<file path="src/rtl/pipe_skid_stage.sv">
// Elastic pipeline register with a DEPTH-entry skid queue.
// in_ready depends only on the registered occupancy, so upstream can keep
// issuing for DEPTH cycles after downstream stalls. flush squashes the queue
// and a saturating counter records how many entries were thrown away.
module pipe_skid_stage #(
   parameter int                 WIDTH            = 128,
   parameter int                 DEPTH            = 2,
   parameter int                 CLEAR_ON_INVALID = 1,
   parameter logic [WIDTH-1:0]   BUBBLE_VAL       = '0,
   parameter int                 CNT_W            = 16
) (
   input  logic                         clk,
   input  logic                         rst,
   input  logic                         flush,
   input  logic                         in_valid,
   output logic                         in_ready,
   input  logic [WIDTH-1:0]             in_data,
   output logic                         out_valid,
   input  logic                         out_ready,
   output logic [WIDTH-1:0]             out_data,
   output logic [$clog2(DEPTH+1)-1:0]   count,
   output logic [CNT_W-1:0]             drop_cnt
);

   localparam int CW = $clog2(DEPTH + 1);
   localparam int PW = $clog2(DEPTH);
   // Wide enough that drop_cnt + count + push can never wrap before the clamp.
   localparam int SW = ((CNT_W > CW) ? CNT_W : CW) + 2;

   logic [WIDTH-1:0] mem [DEPTH];
   logic [PW-1:0]    wp;
   logic [PW-1:0]    rp;
   logic             push;
   logic             pop;

   // Clamp the squashed-entry tally at all-ones instead of wrapping.
   function automatic logic [CNT_W-1:0] sat_add(input logic [CNT_W-1:0] acc,
                                                input logic [CW-1:0]    n,
                                                input logic             inc);
      logic [SW-1:0] sum;
      sum = SW'(acc) + SW'(n) + SW'(inc);
      if (sum > SW'({CNT_W{1'b1}}))
         return {CNT_W{1'b1}};
      else
         return sum[CNT_W-1:0];
   endfunction

   // Full/empty come from count only; pointer equality is ambiguous.
   assign in_ready  = (count != CW'(DEPTH));
   assign out_valid = (count != '0) && !flush;
   assign push      = in_valid && in_ready;
   assign pop       = out_valid && out_ready;
   assign out_data  = (out_valid || (CLEAR_ON_INVALID == 0)) ? mem[rp] : BUBBLE_VAL;

   // Payload storage is never reset; only the pointers and count qualify it.
   always_ff @(posedge clk) begin
      if (push)
         mem[wp] <= in_data;
   end

   // Pointers, occupancy and drop counter; rst beats flush beats transfers.
   always_ff @(posedge clk) begin
      if (rst) begin
         wp       <= '0;
         rp       <= '0;
         count    <= '0;
         drop_cnt <= '0;
      end else if (flush) begin
         // A push accepted during flush is written but immediately skipped.
         wp       <= wp + PW'(push);
         rp       <= wp + PW'(push);
         count    <= '0;
         drop_cnt <= sat_add(drop_cnt, count, push);
      end else begin
         if (push)
            wp <= wp + 1'b1;
         if (pop)
            rp <= rp + 1'b1;
         count <= count + CW'(push) - CW'(pop);
      end
   end

endmodule

</file>
<file path="config.mk">
export PLATFORM = sky130hd
export DESIGN_NAME = pipe_skid_stage
export DESIGN_NICKNAME = d
export VERILOG_FILES = /design/src/rtl/pipe_skid_stage.sv
export SDC_FILE = /design/constraint.sdc
export NUM_CORES = 1
export LEC_CHECK = 0
export BUFFER_PORTS_ARGS = -buffer_cell sky130_fd_sc_hd__buf_4
export CAP_MARGIN = 20
export CORE_ASPECT_RATIO = 0.6
export CORE_UTILIZATION = 47
export CTS_CLUSTER_DIAMETER = 80
export CTS_CLUSTER_SIZE = 30
export DETAILED_ROUTE_END_ITERATION = 12
export GPL_TIMING_DRIVEN = 0
export PLACE_DENSITY = 0.87
export SLEW_MARGIN = 5
export SYNTH_ARGS = -nofsm -noshare
export SYNTH_HDL_FRONTEND = slang
export SYNTH_SLANG_ARGS = --single-unit
export TNS_END_PERCENT = 1
</file>
<file path="constraint.sdc">
create_clock -name clk -period 4 [get_ports clk]
set_clock_uncertainty 0.15 [all_clocks]
set_input_delay 0.4 -clock clk [delete_from_list [all_inputs] [get_ports clk]]
set_output_delay 0.4 -clock clk [all_outputs]
set_load 0.02 [all_outputs]
</file>
==> results.toml <==
[route]
wirelength_um = 27400
first_iter_violations = 424
drt_drc_violations_left = 0
first_pass_iters = 5
antenna_left = 0
wl_per_cell_um = 19.5
dr_total_vias = 7156
via_per_inst = 5.10

[logic_synthesis]
synth_edf_count = 256
ys_seq_elements = 277
syn-cell-area_mm2 = 0.0107
syn_inst = 664
yosys_most_used_dff = "edfxtp_1"
yosys.cell_types.count = 42
yosysWarnings = 0
avgSynthCellArea_um2 = 16.1
syn_nets = 804
async_flop_share = 0
yosysSeqAreaShare = 0.757

[critical_path]
start_kind = "register"
crit-reg2reg-launch = "count[0]"
startpoint = "count[1]"
cp.buffers_inverters = 3
worstPathArrival_ns = 2.84
timing.critical_path.mode_cell = "clkbuf_1"
worstSetupPathType = "register to output pin"
critPathTopFamily = "buffers and inverters"
crit_chain = "o21bai_1, clkbuf_1, clkbuf_1, nor2_1, buf_4"
path_max_fanout = 10
worst_ep_required_time_ns = 3.45
crit_path_end_kind = "output pin"
crit_slowest_cell = "clkbuf_1"
crit_path_max_incr_delay_ns = 0.82

[clocking]
insertion_delay_ns = 0.48
cts_tree = "built"
cts_max_path_buffers = 3
clock-root-buffer = "clkbuf_16"
post_cts_resized = 0
cts_max_level = 1
clock-sinks = 277
cts_buffers = 13
clkTransAtPathRegs_ns = 0.11
post_cts_buffers = 0

[grt]
grt_start_max_net_pins = 62
grt_overflow = 0
antenna_found_initial = 1
grt_usage = 0.229
grt_pass1_wl_um = 40900
grt_pass1_vias = 7337

[outcome]
status = "complete, no violations"

[timing]
hold_slack_ns = 0.172
rsz0062_at_grt = "no"
setup_ws_ns = 0.607
period_needed_ns = 3.39
setup_tns_ns = 0
hold_viol = 0
setup_violations = 0
clock.fmax_mhz = 295
worst_pin_slew_ns = 1.05
relSlewSlack = 0.300
drv_slew = 0
fin_crit_sh = 0.848

[final_layout]
drive_above_1_share = 0.295
final_cell_mix = "buf_4 (279), edfxtp_1 (256), nor2_1 (132), mux2i_1 (129), dlygate4sd3_1 (128)"
layout_commonest_cell = "buf_4"
final_nets = 1230
utilization = 0.675
area_delta_synth_final_pct = 39.9

[floorplan]
die_w_um = 197
die_area_mm2 = 0.0234
fp-row-count = 42
ios = 281
initial_utilization = 0.483
die_y_um = 119
core_area_mm2 = 0.0222

[placed_design]
place_ws_ns = 0.977
place.gp.congestion = 0.848
portBuffers = 279
dp_hpwl_um = 16600

[power]
ir_worst_vdd_mv = 0.343
power_leakage_nw = 5.73
power.density_mw_per_mm2 = 381

[hold_path]
min_from = "out_ready"
hold_class = "input port to register"

[flow_run]
cap_violations = 0
[logic make-up (layout without fill, tap and decap cells)]
logic type / Yosys count / in the layout / synth area share
adder cells (fa/ha/maj): 7 / 7 / 0.00958
XOR/XNOR: 11 / 11 / 0.00900
AO/OA/AOI/OAI: 30 / 30 / 0.0189
buffers and inverters: 47 / 476 / 0.0187
flip-flops: 277 / 277 / 0.757
AND/OR/NAND/NOR: 163 / 163 / 0.0658
multiplexers: 129 / 129 / 0.121
other: 0 / 1 / 0
[through the flow]
step                      cells  instance area, um^2  power, W
final                      1402                15000   0.00571
after global routing       1402                15000   0.00591
after CTS                  1401                15000   0.00570
after detailed placement   1255                13300   0.00416
after global placement     1251                13200   0.00415
after floorplan             664                10700   0.00386
[worst min-delay path, cell delays in order]
cell and delay, ns:
buf_4 0.09, a32oi_1 0.08, o31a_1 0.09, nor2_1 0.09
[state kept, by name (all words and copies together) (netlist names), named ones only]
signal,cells
count,2
rp,1
drop_cnt,16
wp,1
mem,256
[area by class of cell]
class | instances | area [um^2]
diodes | 1 | 2.50
plain buffers | 32 | 144
clock buffers | 17 | 340
clock inverters | 1 | 30.0
fillers | 1430 | 7200
inverters | 15 | 56.3
multi-input cells | 340 | 2420
flip-flops and latches | 277 | 8110
well taps | 308 | 385
repair buffers | 411 | 3490
[worst paths after layout]
path	cells after the start	slack (ns)	endpoint
setup reg to reg	11	0.97	drop_cnt[5]
hold / removal	4	0.17	register
hold reg to reg	2	0.39	drop_cnt[14]
setup / recovery	5	0.61	out_data[71]
[cell usage after synthesis, types with 2 or more instances]
| master | count | share of area |
|---|---|---|
| a21oi_1 | 12 | 0.0056 |
| buf_2 | 13 | 0.0061 |
| a31oi_1 | 3 | 0.0018 |
| mux2i_1 | 129 | 0.12 |
| nand2_1 | 9 | 0.0032 |
| fa_1 | 2 | 0.0037 |
| dfxtp_1 | 21 | 0.039 |
| edfxtp_1 | 256 | 0.72 |
| ha_1 | 5 | 0.0058 |
| nor4_1 | 3 | 0.0018 |
| o21ai_0 | 2 | 0.00094 |
| xnor2_1 | 10 | 0.0082 |
| inv_1 | 15 | 0.0053 |
| clkbuf_1 | 17 | 0.0060 |
| nor3_1 | 4 | 0.0019 |
| nor2_1 | 132 | 0.046 |
| nand3_1 | 2 | 0.00094 |
| a21oi_2 | 3 | 0.0025 |
| nand4_1 | 2 | 0.0012 |
| and3_1 | 2 | 0.0012 |
[metal layers]
metal / global-route usage / up-vias / routed length, um
met1: 0.293 / 3542 / 11300
met5: 0 / - / 0
met2: 0.400 / 306 / 13500
met3: 0.0589 / 25 / 2250
met4: 0.0368 / 0 / 378
li1: - / 3283 / -
[power by group]
part           switching, W  total [W]  internal, W
registers         0.0000530    0.00342      0.00337
logic              0.000428   0.000805     0.000377
clock network      0.000863    0.00149     0.000622
total               0.00134    0.00571      0.00437
[timing repair]
item                       in CTS  in global routing
hold endpoints to repair      256                  0
setup endpoints to repair       0                  0
hold buffers                  128                  0
Note: power is estimated with default switching activity, not from simulation.
